--- src/rtl/dma_cmd_arbiter.sv ---
`default_nettype none
// ============================================================================
// Module      : dma_cmd_arbiter
// Description : Round-robin arbiter that shares one DMA engine command port
//               between NUM_REQ requesters. One command is outstanding at a
//               time. The engine's completion pulse is routed back to the
//               requester that owns the command. A watchdog flags an engine
//               that never reports completion.
// Revision    : 1.0 - initial release
// ----------------------------------------------------------------------------
// Ports
//   clk             in   sole clock, all logic on posedge
//   rst_n           in   synchronous active-low reset
//   i_req_cmd       in   NUM_REQ*CMD_W, requester i at [i*CMD_W +: CMD_W]
//   i_req_valid     in   NUM_REQ, command pending per requester
//   o_req_ready     out  NUM_REQ, accept strobe (at most one bit high)
//   o_req_done      out  NUM_REQ, one-cycle completion pulse to owner
//   o_dma_cmd       out  CMD_W, registered command to the engine
//   o_dma_cmd_valid out  command valid to the engine
//   i_dma_cmd_ready in   engine accepts the command
//   i_dma_cmd_done  in   engine completion pulse
//   o_busy          out  high whenever the arbiter is not idle
//   o_owner         out  ID_W, current or last granted requester
//   o_timeout_err   out  sticky watchdog flag
//   i_err_clr       in   clears o_timeout_err (a simultaneous set wins)
// ============================================================================
module dma_cmd_arbiter #(
  parameter  int          NUM_REQ        = 4,
  parameter  int          CMD_W          = 128,
  parameter  int unsigned TIMEOUT_CYCLES = 65535,
  localparam int          ID_W           = (NUM_REQ > 2) ? $clog2(NUM_REQ) : 1
) (
  input  logic                     clk,
  input  logic                     rst_n,
  input  logic [NUM_REQ*CMD_W-1:0] i_req_cmd,
  input  logic [NUM_REQ-1:0]       i_req_valid,
  output logic [NUM_REQ-1:0]       o_req_ready,
  output logic [NUM_REQ-1:0]       o_req_done,
  output logic [CMD_W-1:0]         o_dma_cmd,
  output logic                     o_dma_cmd_valid,
  input  logic                     i_dma_cmd_ready,
  input  logic                     i_dma_cmd_done,
  output logic                     o_busy,
  output logic [ID_W-1:0]          o_owner,
  output logic                     o_timeout_err,
  input  logic                     i_err_clr
);

  localparam logic [31:0]     C_TIMEOUT    = 32'(TIMEOUT_CYCLES);
  localparam bit              C_WD_EN      = (TIMEOUT_CYCLES != 0);
  localparam logic [ID_W-1:0] C_LAST_RESET = ID_W'(NUM_REQ - 1);

  typedef enum logic [1:0] {
    S_IDLE      = 2'd0,
    S_ISSUE     = 2'd1,
    S_WAIT_DONE = 2'd2
  } state_t;

  state_t              r_state;
  state_t              w_state_nxt;
  logic [ID_W-1:0]     r_last_owner;
  logic [ID_W-1:0]     r_owner;
  logic [CMD_W-1:0]    r_cmd;
  logic [NUM_REQ-1:0]  r_done;
  logic [31:0]         r_wd;
  logic                r_timeout_err;

  logic                w_grant_vld;
  logic [ID_W-1:0]     w_grant_idx;
  logic [NUM_REQ-1:0]  w_grant_onehot;
  logic [NUM_REQ-1:0]  w_owner_onehot;
  logic [CMD_W-1:0]    w_sel_cmd;
  logic                w_wd_hit;

  // Index base+off modulo NUM_REQ, for off in 1..NUM_REQ.
  function automatic logic [ID_W-1:0] f_wrap(input logic [ID_W-1:0] base, input int off);
    int s;
    s = int'(base) + off;
    if (s >= NUM_REQ) s = s - NUM_REQ;
    return s[ID_W-1:0];
  endfunction

  // Round-robin search starting just after the last owner, wrapping around.
  // The last owner itself is examined last, so it only wins when alone.
  always_comb begin
    w_grant_vld = 1'b0;
    w_grant_idx = '0;
    for (int k = 1; k <= NUM_REQ; k++) begin
      if (!w_grant_vld && i_req_valid[f_wrap(r_last_owner, k)]) begin
        w_grant_vld = 1'b1;
        w_grant_idx = f_wrap(r_last_owner, k);
      end
    end
  end

  always_comb begin
    w_grant_onehot = '0;
    if (w_grant_vld) w_grant_onehot[w_grant_idx] = 1'b1;
    w_owner_onehot = '0;
    w_owner_onehot[r_owner] = 1'b1;
  end

  assign w_sel_cmd = i_req_cmd[w_grant_idx*CMD_W +: CMD_W];

  // Counter equals the number of full cycles already spent in WAIT_DONE,
  // so the flag rises one cycle after it reaches the limit.
  assign w_wd_hit = C_WD_EN && (r_state == S_WAIT_DONE) && (r_wd == C_TIMEOUT);

  // Next-state logic
  always_comb begin
    w_state_nxt = r_state;
    case (r_state)
      S_IDLE:      if (w_grant_vld)     w_state_nxt = S_ISSUE;
      S_ISSUE:     if (i_dma_cmd_ready) w_state_nxt = S_WAIT_DONE;
      S_WAIT_DONE: if (i_dma_cmd_done)  w_state_nxt = S_IDLE;
      default:                          w_state_nxt = S_IDLE;
    endcase
  end

  // State and datapath registers
  always_ff @(posedge clk) begin
    if (!rst_n) begin
      r_state       <= S_IDLE;
      r_last_owner  <= C_LAST_RESET;
      r_owner       <= '0;
      r_cmd         <= '0;
      r_done        <= '0;
      r_wd          <= '0;
      r_timeout_err <= 1'b0;
    end else begin
      r_state <= w_state_nxt;
      r_done  <= '0;

      if ((r_state == S_IDLE) && w_grant_vld) begin
        r_cmd        <= w_sel_cmd;
        r_owner      <= w_grant_idx;
        r_last_owner <= w_grant_idx;
      end

      if ((r_state == S_WAIT_DONE) && i_dma_cmd_done) r_done <= w_owner_onehot;

      // Held at zero outside WAIT_DONE so entry always starts from zero;
      // saturates so the limit can only be matched once per wait.
      if (r_state != S_WAIT_DONE) r_wd <= '0;
      else if (r_wd != '1)        r_wd <= r_wd + 32'd1;

      if (w_wd_hit)       r_timeout_err <= 1'b1;
      else if (i_err_clr) r_timeout_err <= 1'b0;
    end
  end

  assign o_req_ready     = (r_state == S_IDLE) ? w_grant_onehot : '0;
  assign o_req_done      = r_done;
  assign o_dma_cmd       = r_cmd;
  assign o_dma_cmd_valid = (r_state == S_ISSUE);
  assign o_busy          = (r_state != S_IDLE);
  assign o_owner         = r_owner;
  assign o_timeout_err   = r_timeout_err;

endmodule
`default_nettype wire

--- config.mk ---
export PLATFORM = sky130hd
export DESIGN_NAME = dma_cmd_arbiter
export DESIGN_NICKNAME = d
export VERILOG_FILES = /design/src/rtl/dma_cmd_arbiter.sv
export SDC_FILE = /design/constraint.sdc
export NUM_CORES = 1
export LEC_CHECK = 0
export CORE_AREA = 3 3 259 261
export DETAILED_ROUTE_END_ITERATION = 8
export DIE_AREA = 0 0 262 264
export HOLD_SLACK_MARGIN = 0.12
export REMOVE_ABC_BUFFERS = 1
export SLEW_MARGIN = 5
export SYNTH_ARGS = -nofsm -noshare
export SYNTH_HDL_FRONTEND = slang
export SYNTH_SLANG_ARGS = --single-unit
export TNS_END_PERCENT = 100
--- constraint.sdc ---
create_clock -name clk -period 1.9 [get_ports clk]
set_input_delay 0.19 -clock clk [delete_from_list [all_inputs] [get_ports clk]]
set_output_delay 0.19 -clock clk [all_outputs]
set_load 0.05 [all_outputs]
==> impl_results.md <==
- DR WL/cell: between 20 and 25 µm
- Initial antenna violation count: 5
- Core Region: between 60,000 and 70,000 µm²
- CTS Hold Bufs: 0
- RSZ-0062 raised after global routing: true
- Max clock buf depth: 2
- WP data arrival: 1920 ps
- Sequential Power Share: a little over a quarter
- Post-Synth Simple-Gate Area: roughly a fifth
- Fin cells: between 2k and 3k
- H-tree levels: 4
- Reg2reg path depth: 9
- GR Util met3: 4.611%
- Routed Antenna Nets: 0
- DP HPWL: 49.85 mm
- DRC marker count from the first detailed-route iteration: 1,084
- Largest net degree at the start of global routing: 58
- Yosys reg bits: about 170
- End of the critical path: o_req_ready[0]
- Synth unique cells: 48
- Met2 Use GR: a little under a third
- PortBufs: 661
- Vias: 14.24k
- Failing checks: negative setup slack
- Crit path max fanout: 5
- GR Util met1: approximately 22%
- Dpl cells: 2,876
- Fin nets: roughly 2.6k
- VDD IR max: between 0.6 and 0.7 mV
- Fmax: ~0.47 GHz
- Main synth FF type: dfxtp_1
- Final Setup Violations: 65
- GR Util All Layers: between 10% and 20%
- Initial core utilization: about 17%
- # Max-Cap Violations: 0
- IO Count: 662
- TritonCTS Buffers: 17
- Die Y: around 260 µm
- Cell Area, Placed: between 15,000 and 20,000 µm²
- Area leader, netlist: dfxtp_1
- Area share of the largest cell type after synthesis: 31.71%
- Reg2reg start: r_last_owner[0]$_SDFFE_PN1P_
- Fin crit share: 111.2%
- Final total power: 16.10 mW
- Util after Layout: between 30% and 40%
- Area contributors post-synth: dfxtp_1, mux2i_1, o31ai_1
- Die width: about 260 µm
- CP Data Required Time: 1710 ps
- Compound-Gate Fraction of Synth Area: approximately 30%
- Sw power: approximately 6.6 mW
- Mux share of post-synthesis cell area: approximately an eighth
- Fraction of registers with async set/reset: 0%
- Gr ovfl total: 0
- Vias in the first global route: 14.53k
- Post-Synth XOR/XNOR Area: approximately 1.5%
- Synth Instances: between 1k and 1.5k
- Syn avg cell area: 8.278 µm²
- Power Dens Cells: between 700 and 800 nW/µm²
- # DRC: 0
- Hold slack: between 300 and 400 ps
- Clock network power share: 22.4%
- Clock slew at reported path FFs: 80 ps
- Nature of the critical path endpoint: output pin
- RePlAce Congestion: 0.8703
- Leakage power: ~8.5 nW
- R2R setup slack: -110 ps
- Post-Synth Adder-Cell Area: less than 1%
- Die area: around 69,000 µm²
- First-pass GRT wire length: between 90 and 100 mm
- Min Tclk post-route: approximately 2100 ps
- CTS root buffer: clkbuf_16
- DRT Pass-1 Iters: 5
- CP Launch Point: i_req_valid[0]
- Sw frac: 41.13%
- FF-to-FF End: o_dma_cmd[64]$_SDFFE_PN0P_
- Final WL: 67.62 mm
- Worst Tran Pin Value: 600.1 ps
- Status: complete, but fails checks
- CP Launch Type: input port
- Mapped cell area: between 10,000 and 15,000 µm²
- Worst setup margin: -212.0 ps
- Synth-to-Final Area Change: 100.9%
- Internal power: between 9 and 10 mW
- # rows: 93
- Final hold violation count: 0
- Seq/Total Area, Yosys: a little under a third
- Setup TNS: -2702 ps
- Hold WC Path Type: in -> reg
- CTS sink count: approximately 170
- Layout cells sized above 1: 19.35%
- CTS tree: done
- GR peak layer: met2
- Via density: a little under 5
- Clock Latency Late Sink: roughly 470 ps
- Rel. slew slack: about three fifths
- Largest family of logic cells by synthesized area: compound AO/OA/AOI/OAI gates
- Critical path class: in -> out
- Worst-case clock skew: 13.75 ps
- Max-slew violation count: 0
- YS warnings: 0
- Pre-CTS setup slack: -494.0 ps
- Number of flops mapped to enable cells by yosys: 0
- Post-route cell area: ~22,000 µm²
- Gate power share: between 50% and 60%
[worst max-delay path, cell delays in order]
cell	delay, ps
clkdlybuf4s50_1	530
buf_4	150
nor2_1	60
buf_4	150
a21o_4	240
buf_4	150
nor3_4	190
buf_6	120
buf_12	120
[state kept, by name (all words and copies together), names as in the netlist]
| register | flops |
|---|---|
| o_dma_cmd | 128 |
| r_last_owner | 2 |
| r_state | 2 |
| o_owner | 2 |
| o_req_done | 4 |
| o_timeout_err | 1 |
| r_wd | 32 |
[worst min-delay path by stage]
stage	depth (start not counted)	start	slack, ps	end
CTS	3	i_dma_cmd_done	310	o_req_done[0]$_SDFF_PN0_
global placement	2	o_dma_cmd[60]$_SDFFE_PN0P_	450	o_dma_cmd[60]$_SDFFE_PN0P_
global route	3	i_dma_cmd_done	350	o_req_done[0]$_SDFF_PN0_
finish	3	i_dma_cmd_done	360	o_req_done[0]$_SDFF_PN0_
floorplan	1	rst_n	260	r_last_owner[1]$_SDFFE_PN1P_
detailed placement	2	o_dma_cmd[93]$_SDFFE_PN0P_	460	o_dma_cmd[93]$_SDFFE_PN0P_
[routing by layer]
| layer | vias up | routed length (µm) | part of all wire [%] |
|---|---|---|---|
| li1 | 6568 | - | - |
| met1 | 6871 | 27790 | 41 |
| met2 | 689 | 32240 | 48 |
| met3 | 105 | 5730 | 8.5 |
| met4 | 2 | 1848 | 2.7 |
| met5 | - | 13 | 0.019 |
[cell families (layout without fill, tap and decap cells)]
kind of cell	Yosys count	after routing
other cells	0	2
buf+inv	159	938
fa+ha+maj	1	1
mux	129	129
xor+xnor	19	19
flops	171	171
compound gates	432	432
simple gates	393	393
[synth_stat cells, types with 2 or more instances]
cell / number
a2111oi_2: 4
a211oi_1: 3
a21boi_0: 2
a21o_1: 130
a21oi_1: 11
a311oi_1: 2
a31oi_1: 3
and2_1: 6
and3_1: 5
and4_1: 3
buf_1: 7
buf_2: 15
buf_4: 2
clkbuf_1: 129
dfxtp_1: 171
inv_1: 6
mux2i_1: 129
nand2_1: 148
nand2b_1: 3
nand3_1: 14
nand3b_1: 2
nand4_1: 140
nor2_1: 34
nor2b_1: 5
nor3_1: 10
nor4_1: 6
nor4_2: 2
o211ai_1: 130
o21a_1: 2
o21ai_0: 5
o31ai_1: 134
or4_1: 8
xnor2_1: 16
xor2_1: 3
[repair_timing]
action | in CTS | in global routing
buffers inserted | 10 | 11
pin swaps | 8 | 22
gates cloned | 7 | 5
setup endpoints to repair | 134 | 144
gates resized for setup | 95 | 105
[cells in the final DEF (no fill, tap or decap), drive strengths merged, types with 4 or more instances in the layout]
cell type      Yosys  routed
clkdlybuf4s50      0     588
buf               24     269
dfxtp            171     171
nand2            148     148
nand4            141     141
o31ai            134     134
o211ai           130     130
a21o             130     130
mux2i            129     129
nor2              34      34
clkbuf           129      22
dlygate4sd2        0      22
xnor2             16      16
dlymetal6s2s       0      15
nand3             14      14
inv                6      14
a21oi             11      11
nor3              11      11
nor4               9       9
or4                8       8
and2               6       6
o21ai              6       6
clkinv             0       6
nor2b              5       5
and3               5       5
a2111oi            4       4
[layout make-up]
cell class	count	area (µm²)
Clock buffer	17	425.4
Clock inverter	15	148.9
Sequential cell	171	3441
Fill cell	6595	43020
Multi-Input combinational cell	974	7353
Antenna cell	2	5.005
Inverter	6	22.52
Tap cell	855	1070
Timing Repair Buffer	900	9216
[power by group through the flow]
stage | clock network (mW) | registers, mW | logic [mW]
global placement | 0 | 4.45 | 7.26
detailed placement | 0 | 4.45 | 7.31
finish | 3.61 | 4.39 | 8.10
global route | 3.87 | 4.44 | 8.48
floorplan | 0 | 6.03 | 2.46
CTS | 3.74 | 4.38 | 7.77
Note: power is estimated with default switching activity, not from simulation.
